### src/rtl/gf2_mult_serial.sv
// Digit-serial carry-less (GF(2)) polynomial multiplier with valid/ready handshakes.
// Consumes D multiplier bits per cycle; the result can optionally be XOR-accumulated onto the held output.
module gf2_mult_serial #(
    parameter int W = 29,
    parameter int D = 8
) (
    input  logic           clk,
    input  logic           rst_n,
    input  logic           in_valid,
    output logic           in_ready,
    input  logic [W-1:0]   in_a,
    input  logic [W-1:0]   in_b,
    input  logic           in_acc,
    output logic           out_valid,
    input  logic           out_ready,
    output logic [2*W-1:0] out_d
);
    localparam int NDIG = (W + D - 1) / D;
    localparam int BW   = NDIG * D;
    localparam int CW   = (NDIG > 1) ? $clog2(NDIG) : 1;
    localparam int PW   = 2 * W;

    typedef enum logic [1:0] {
        IDLE = 2'd0,
        BUSY = 2'd1,
        DONE = 2'd2
    } state_e;

    state_e        state_q, state_d;
    logic [PW-1:0] a_q, a_d;
    logic [BW-1:0] b_q, b_d;
    logic [PW-1:0] acc_q, acc_d;
    logic [PW-1:0] out_d_q, out_d_d;
    logic [CW-1:0] cnt_q, cnt_d;

    logic          accept;
    logic          last_digit;
    logic [PW-1:0] digit_pp;
    logic [PW-1:0] acc_upd;

    // NOTE: the reset test lives inside the clocked block, so reset is synchronous
    // and every register, datapath included, is cleared on a low rst_n edge.
    always_ff @(posedge clk) begin
        if (!rst_n) begin
            state_q <= IDLE;
        end else begin
            state_q <= state_d;
        end
    end

    // NOTE: every signal written in always_comb gets a default first, so no path
    // through the block leaves it unassigned and no latch is inferred.
    always_comb begin
        state_d = state_q;
        case (state_q)
            IDLE:    if (accept)     state_d = BUSY;
            BUSY:    if (last_digit) state_d = DONE;
            DONE:    if (out_ready)  state_d = accept ? BUSY : IDLE;
            default:                 state_d = IDLE;
        endcase
    end

    always_comb begin
        in_ready  = (state_q == IDLE) || ((state_q == DONE) && out_ready);
        out_valid = (state_q == DONE);
    end

    assign accept     = in_valid && in_ready;
    assign last_digit = (cnt_q == CW'(NDIG - 1));

    // NOTE: blocking assignments here let each loop iteration build on the previous
    // one within the same evaluation; clocked state below uses non-blocking only.
    always_comb begin
        digit_pp = '0;
        for (int j = 0; j < D; j++) begin
            if (b_q[j]) begin
                digit_pp = digit_pp ^ (a_q << j);
            end
        end
    end

    assign acc_upd = acc_q ^ digit_pp;

    always_comb begin
        a_d     = a_q;
        b_d     = b_q;
        acc_d   = acc_q;
        cnt_d   = cnt_q;
        out_d_d = out_d_q;
        if (accept) begin
            a_d   = PW'(in_a);
            b_d   = BW'(in_b);
            acc_d = in_acc ? out_d_q : '0;
            cnt_d = '0;
        end else if (state_q == BUSY) begin
            acc_d = acc_upd;
            a_d   = a_q << D;
            b_d   = b_q >> D;
            cnt_d = cnt_q + CW'(1);
            if (last_digit) begin
                out_d_d = acc_upd;
            end
        end
    end

    always_ff @(posedge clk) begin
        if (!rst_n) begin
            a_q     <= '0;
            b_q     <= '0;
            acc_q   <= '0;
            cnt_q   <= '0;
            out_d_q <= '0;
        end else begin
            a_q     <= a_d;
            b_q     <= b_d;
            acc_q   <= acc_d;
            cnt_q   <= cnt_d;
            out_d_q <= out_d_d;
        end
    end

    assign out_d = out_d_q;

endmodule

### config.mk
export PLATFORM = sky130hd
export DESIGN_NAME = gf2_mult_serial
export DESIGN_NICKNAME = d
export VERILOG_FILES = /design/src/rtl/gf2_mult_serial.sv
export SDC_FILE = /design/constraint.sdc
export NUM_CORES = 1
export LEC_CHECK = 0
export CAP_MARGIN = 20
export CORE_UTILIZATION = 50
export CTS_BUF_LIST = sky130_fd_sc_hd__clkbuf_2
export DETAILED_ROUTE_END_ITERATION = 12
export PLACE_DENSITY = 0.71
export SETUP_SLACK_MARGIN = 0.15
export SLEW_MARGIN = 10
export SYNTH_ARGS = -nofsm -noshare
export SYNTH_HDL_FRONTEND = slang
export SYNTH_SLANG_ARGS = --single-unit
### constraint.sdc
create_clock -name clk -period 2.78 [get_ports clk]
set_clock_uncertainty 0.05 [all_clocks]
set_input_delay 0.278 -clock clk [delete_from_list [all_inputs] [get_ports clk]]
set_output_delay 0.278 -clock clk [all_outputs]
set_load 0.02 [all_outputs]
* Word level (Yosys, flattened, before mapping)
Cells that the tools add are included. W data, S select, Z words.
Operators by class: reduce and logical (&&, ||, !) cells 8, bitwise operators 10, muxes and demuxes 20, equal/unequal tests 6, add/sub/neg operators 1
Operator list (count):
- $mux W58 | 11
- $xor A58 B58 Y58 | 8
- $mux W29 | 4
- $mux W2 | 3
- $pmux W2 S3 | 1
- $reduce_and A3 Y1 | 2
- $eq A2 B2 Y1 const B | 2
- $ne A2 B2 Y1 const B | 2
- $add A2 B1 Y2 const B | 1
- $eq A2 B1 Y1 const B | 1
- $logic_and A1 B1 Y1 | 2
- $logic_not A2 Y1 | 1
- $ne A2 B1 Y1 const B | 1
- $not A1 Y1 | 2
- $reduce_bool A2 Y1 | 1
- $reduce_or A2 Y1 | 1
- $logic_or A1 B1 Y1 | 1
- $mux W1 | 1
Storage, ports and cells: word-level logic and storage cells 52, flip-flop bits (word level) 207, output and inout bits 60

* Depth between registers and ports, before layout
Gate-level depths: netlist (run 1).
depth in word-level cells 18, mapped depth 9

* Least setup slack after synthesis (run 1)
No wires, ideal clock.
path kind register -> register, from reg state_q[1], to reg a_q[10], data required time 2.614 ns, arrival time 1.596 ns, cell stages (with the launch flop) 7, path slack 1.018 ns, cell sequence dfxtp_1 nor2b_1 nor2_1 nand2_1 buf_2 buf_1 o211a_1
Between the ends: longest elaborated chain between the ends 5, elaborated cells between the ends (all ways) 8
RTL lines:
- from (decl) | RTL line 29 | state_e state_q, state_d;
- from (signal assigned) | RTL line 47 | state_q <= state_d;
- $eq A2 B2 Y1 | RTL line 64 | in_ready = (state_q == IDLE) || ((state_q == DONE) && out_ready);
- $logic_and A1 B1 Y1 | RTL line 64
- $logic_or A1 B1 Y1 (*) | RTL line 64
- via in_ready | RTL line 10 | output logic in_ready,
- $logic_and A1 B1 Y1 (*) | RTL line 68 | assign accept = in_valid && in_ready;
- $mux W29 or $reduce_bool A2 Y1 (tied branches)
- to (signal assigned) | RTL line 108 | a_q <= '0;
- to (signal assigned) | RTL line 114 | a_q <= a_d;
- to (decl) | RTL line 30 | logic [PW-1:0] a_q, a_d;
The timed path passes the listed nets; every way through them passes the cells marked *. A chain may end at the register's enable or synchronous reset.

* Final worst setup path (run 1)
from reg state_q[1], to out out_valid
Between the ends: longest elaborated chain between the ends 1
RTL lines:
- $eq A2 B2 Y1 | RTL line 65 | out_valid = (state_q == DONE);
- to (decl) | RTL line 14 | output logic out_valid,
Every way passes these cells.

==> reports/qor.yml, run 1 <==
endpoint_kind: "output pin"
synth_fp_nets: 1926
first_pass_iters: 5
clkSinkCount: 207
criticalPathCategory: "reg2out"
hold_violations: 0
critPathTopFamily: "buffers and inverters"
grt_overflow: 0
crit_required_ps: 2450
period_share: 0.883
p_leak_nw: 5.47
rows: 60
tightest_slew_ps: 880
ios: 123
fmaxAchievable_ghz: 0.407
synth_most_common_cell: "nand2_1"
async_reset_ff_frac: 0
ys_seq_area_frac: 0.298
crit_buf_inv: 1
numCtsBuffers: 55
syn_to_final_growth_pct: 14.8
layout-drive-gt1-share: 0.0700
core-area_mm2: 0.0271
power_density_mw_per_mm2: 452
synthTopCellsByCount: "nand2_1 (603), xnor2_1 (319), dfxtp_1 (207), xor2_1 (97), clkbuf_1 (94)"
tritoncts: "built"
ys_ff_latch: 207
track_usage: 0.268
status: "finished, final reports clean"
synth.cell_area_mm2: 0.0139
grt_pass1_vias: 12500
root_buffer: "clkbuf_2"
setup_viol: 0
yosys_warnings: 0
slew_headroom: 0.413
die_area_mm2: 0.0285
drc: 0
synth_area_leader_cell: "dfxtp_1"
rsz0062_at_grt: "false"
fp.dieH_um: 169
clk_path_buf_depth: 3
post-route-util: 0.589
synth.distinct_cells: 35
synth.avg_cell_area_um2: 7.46
crit_chain: "nor2b_1 > clkdlybuf4s50_1"
vias: 12600
clock_latency_ps: 860
nets: 1983
crit_arrival_ps: 2130
wl_per_cell_um: 16.3
fin_area_mm2: 0.0160
die_w_um: 169
viasPerCell: 5.42
port_buffers: 122
synthCells: 1862
grt_max_degree: 103
worstSetupStartpointType: "flop"
grt_pass1_wl_um: 62700
tns_ps: 0
ir_worst_vdd_v: 0.000294
placed_area_mm2: 0.0152
total_power_mw: 7.20
finalCriticalPeriod_ps: 2450
htree_levels: 2
start_util: 0.513
crit_slowest_cell: "clkdlybuf4s50_1"
ant_nets: 0
drv_cap: 0
wl_um: 38000
worst-path-max-fanout: 4
path_clk_slew_ps: 100
gp_congestion: 0.808
first_iter_violations: 994
ys.flop_type: "dfxtp_1"
dp_hpwl_um: 23100
ys_top_cells_by_area: "dfxtp_1 (30%), xnor2_1 (20%), nand2_1 (16%)"
slew_violations: 0
min_path_type: "in2reg"
synth_edf_count: 0
yosysTopAreaCellShare: 0.298
critPathMaxStageDelay_ps: 650
grt_antenna_before_repair: 2
[sequential cells by signal, summed over array words and instances, names as in the netlist]
register	flops
b_q	29
out_d	58
state_q	2
a_q	58
cnt_q	2
acc_q	58
[cell usage in the layout (no fill, tap or decap), drive strengths merged]
cell and instances:
nand2 607, xnor2 322, dfxtp 207, clkdlybuf4s50 120
xor2 97, a21oi 92, clkbuf 79, o21ai 73
nor2 46, o21a 39, a22o 38, nand3 36
o211a 35, buf 33, dlygate4sd3 27, a22oi 24
nor2b 20, clkinv 14, a21boi 13, xnor3 9
a211oi 5, and2 5, a221oi 4, diode 2
and3 2, nand2b 2, a2bb2oi 1, o31ai 1
nor3b 1, a31oi 1, ha 1, inv 1
bufinv 1, dlygate4sd2 1
[report_power, final]
part,switching (mW),leakage (nW),total (mW),internal (mW)
Combinational,0.931,3.40,1.69,0.758
Sequential,0.223,1.69,3.35,3.12
Clock,1.31,0.380,2.17,0.854
Total,2.47,5.47,7.20,4.74
[repair_timing]
action,in CTS,in global routing
buffers inserted,0,0
hold endpoints to repair,52,1
endpoints found under the setup margin,1,0
hold buffers,26,1
resized for setup,1,0
[per-layer routing]
metal  GRT usage  up-vias  share of wire
met1       0.326     6053           0.42
met4       0.106        0          0.025
li1            -     6087              -
met3      0.0475       71          0.063
met5           0        -              0
met2       0.469      425           0.49
[cells by family (layout without fill, tap and decap cells)]
group                    Yosys count  count (layout)  synth area share
AO/OA/AOI/OAI                    326             326             0.157
XOR/XNOR                         428             428             0.280
adder cells (fa/ha/maj)            1               1          0.000901
buffers and inverters            181             276            0.0587
flip-flops                       207             207             0.298
other                              0               2                 0
AND/OR/NAND/NOR                  719             719             0.205
[path summary, 6_finish.rpt]
check | startpoint | end | slack, ps | cells past startpoint
max | state_q[1] | out_valid | 330 | 2
min | in_a[22] | a_q[22] | 40 | 2
max reg2reg | state_q[0] | a_q[13] | 630 | 6
min reg2reg | b_q[18] | b_q[18] | 420 | 2
[through the flow]
step / worst slack [ps] / instances / hold WS [ps]
after floorplan: 1020 / 1862 / 384
after global placement: 556 / 2207 / 397
after detailed placement: 474 / 2207 / 411
after CTS: 266 / 2328 / 0.104
after global routing: 226 / 2330 / 7.63
final: 325 / 2331 / 42.3
[cell type report]
type	count	area, um2
antenna	2	5.00
clock buffer	79	395
clock inverter	16	92.6
fill	2502	11100
multi-input combinational	1474	8970
sequential	207	4150
tap	372	465
timing repair buffer	181	1880
[worst register-to-register path, cell delays in order, from the launching register on]
cell and delay, ps:
dfxtp_1 520, nor2b_4 220, buf_4 350, buf_4 540
nand2_1 140, nand3_1 120, o211a_1 140
No activity file was read; power rests on OpenSTA's default activity.
==> run 2, diff against run 1 <==
--- a/config.mk
+++ b/config.mk
@@ -6,11 +6,10 @@
 export NUM_CORES = 1
 export LEC_CHECK = 0
 export CAP_MARGIN = 20
-export CORE_UTILIZATION = 50
+export CORE_UTILIZATION = 65
 export CTS_BUF_LIST = sky130_fd_sc_hd__clkbuf_2
 export DETAILED_ROUTE_END_ITERATION = 12
-export PLACE_DENSITY = 0.71
-export SETUP_SLACK_MARGIN = 0.15
+export PLACE_DENSITY = 0.88
 export SLEW_MARGIN = 10
 export SYNTH_ARGS = -nofsm -noshare
 export SYNTH_HDL_FRONTEND = slang
==> run 2 against run 1 <==
Flip-flop and latch count is the same. Combinational power barely moved. Die area shrank 23%. Routed wire length is 0.74% lower. Sequential share of layout area rose by 0.22 points. Global-route usage up 7.6 points. Clock power grew 4%. Maximum frequency fell by 8.0%.
==> reports/qor.yml, run 2 (same netlist as run 1, synthesis figures left out) <==
grt_pass1_vias: 12800  # +2.1%
clock_latency_ps: 860  # about the same
r2r_cells: 5  # -1
criticalPathCategory: "reg2out"
postCtsSetupRepairBufs: 0  # unchanged
crit_chain: "nor2b_2 > nor2_1 > clkdlybuf4s50_1"
slew_violations: 0  # unchanged
ff_latch_area_mm2: 0.00415  # about the same
grt_overflow: 0  # unchanged
path_clk_slew_ps: 100  # about the same
critPathMaxStageDelay_ps: 670  # +20 ps
fp.dieH_um: 148  # -12%
tritoncts: "built"
die_area_mm2: 0.0220  # -23%
tns_ps: 0  # unchanged
first_pass_iters: 6  # +1
worstSetupStartpointType: "flop"
syn_to_final_growth_pct: 13.8
root_buffer: "clkbuf_2"
fmaxAchievable_ghz: 0.375  # -8.0%
grt_antenna_before_repair: 1  # -1
period_share: 0.959  # +0.0764
die_w_um: 148  # -12%
p_int_mw: 4.86  # +2.7%
wl_um: 37700  # -0.74%
rows: 53  # -12%
grt_max_degree: 103  # unchanged
numCtsBuffers: 51  # -7.3%
min_delay_path_depth: 2  # unchanged
endpoint_kind: "output pin"
power_density_mw_per_mm2: 462  # +2.3%
slew_headroom: 0.534  # +0.121
crit_required_ps: 2450  # about the same
setup_viol: 0  # unchanged
core-area_mm2: 0.0210  # -23%
p_leak_nw: 5.49  # +0.38%
crit_arrival_ps: 2340  # +210 ps
rsz0062_at_grt: "false"
clkSinkCount: 207  # unchanged
ant_nets: 0  # unchanged
dp_hpwl_um: 23700  # +3.0%
track_usage: 0.344  # +0.0759
crit_slowest_cell: "clkdlybuf4s50_1"
layout-drive-gt1-share: 0.0746  # +0.00464
p_sw_frac: 0.335  # -0.00805
drv_cap: 0  # unchanged
final_common_cell: "nand2_1"
status: "finished, final reports clean"
ir_worst_vdd_v: 0.000310  # +5.4%
viasPerCell: 5.90  # +8.9%
ios: 123  # unchanged
clockPowerShare: 0.309  # +0.008
nets: 1983  # unchanged
finalCriticalPeriod_ps: 2670  # +212 ps
first_iter_violations: 1091  # +9.8%
fillCellCount: 1558  # -38%
tightest_slew_ps: 698  # -182 ps
grt_pass1_wl_um: 61600  # -1.8%
p_sw_mw: 2.45  # -0.92%
vias: 13200  # +4.3%
min_path_type: "in2reg"
pwr-share-seq: 0.460  # -0.005
gp_congestion: 0.849  # +5.1%
fin_hold_ws_ps: 47.8  # +5.52 ps
start_util: 0.663  # +0.150
wl_per_cell_um: 16.9  # +3.7%
p_comb_frac: 0.231  # -0.003
multi_input_area_mm2: 0.00897  # unchanged
layout_common_cells: "nand2_1 (602), xnor2_1 (319), dfxtp_1 (204)"
clk_path_buf_depth: 3  # unchanged
port_buffers: 122  # unchanged
drc: 0  # unchanged
htree_levels: 2  # unchanged
hold_violations: 0  # unchanged
worst-path-max-fanout: 4  # unchanged
==> run 2: power groups by stage <==
stage / Clock [mW] / Sequential (mW) / Combinational, mW
3_3_place_gp: 0 / 3.41 / 1.58
4_1_cts: 2.29 / 3.35 / 1.66
6_report: 2.26 / 3.36 / 1.69
2_1_floorplan: 0 / 3.25 / 1.34
5_1_grt: 2.44 / 3.38 / 1.82
3_5_place_dp: 0 / 3.42 / 1.63
==> run 2: final timing paths <==
path / startpoint / to / slack (ps)
worst max-delay path: state_q[1] / in_ready / 110
worst min-delay path: in_b[11] / b_q[11] / 50
worst max register to register: state_q[0] / out_d[37] / 340
worst min register to register: b_q[12] / b_q[12] / 420
==> run 2: worst max-delay path, delay by kind of cell (launching register included) <==
family / cells / cell delay, ps
AND/OR/NAND/NOR: 2 / 450
buffers and inverters: 1 / 670
flip-flops: 1 / 380
==> run 2: repair_timing <==
action	CTS	global route
setup endpoints to repair	0	1
hold buffers	16	0
hold endpoints to repair	29	0
resized for setup	0	1
==> run 2: final cells by class <==
cell class                      instances  share of cell area
Clock inverter                         17             0.00941
Multi-Input combinational cell       1474               0.567
Antenna cell                            1            0.000158
Clock buffer                           73              0.0231
Timing Repair Buffer                  185               0.116
Sequential cell                       207               0.262
Tap cell                              275              0.0218
==> run 2: metal layers <==
metal,part of all wire,GRT usage
met4,0.043,0.190
met2,0.49,0.585
met5,0,0
met1,0.39,0.410
met3,0.084,0.0629
==> run 2: metrics by stage <==
stage / worst slack [ps] / instances / total power, mW / area, um2 / util
after CTS: 53.2 / 2230 / 7.30 / 15800 / 0.754
after global routing: 12.8 / 2232 / 7.64 / 15800 / 0.755
after detailed placement: 83.1 / 2124 / 5.05 / 15100 / 0.722
after floorplan: 1020 / 1862 / 4.59 / 13900 / -
after global placement: 212 / 2124 / 4.99 / 15100 / 0.722
final: 113 / 2232 / 7.31 / 15800 / 0.755
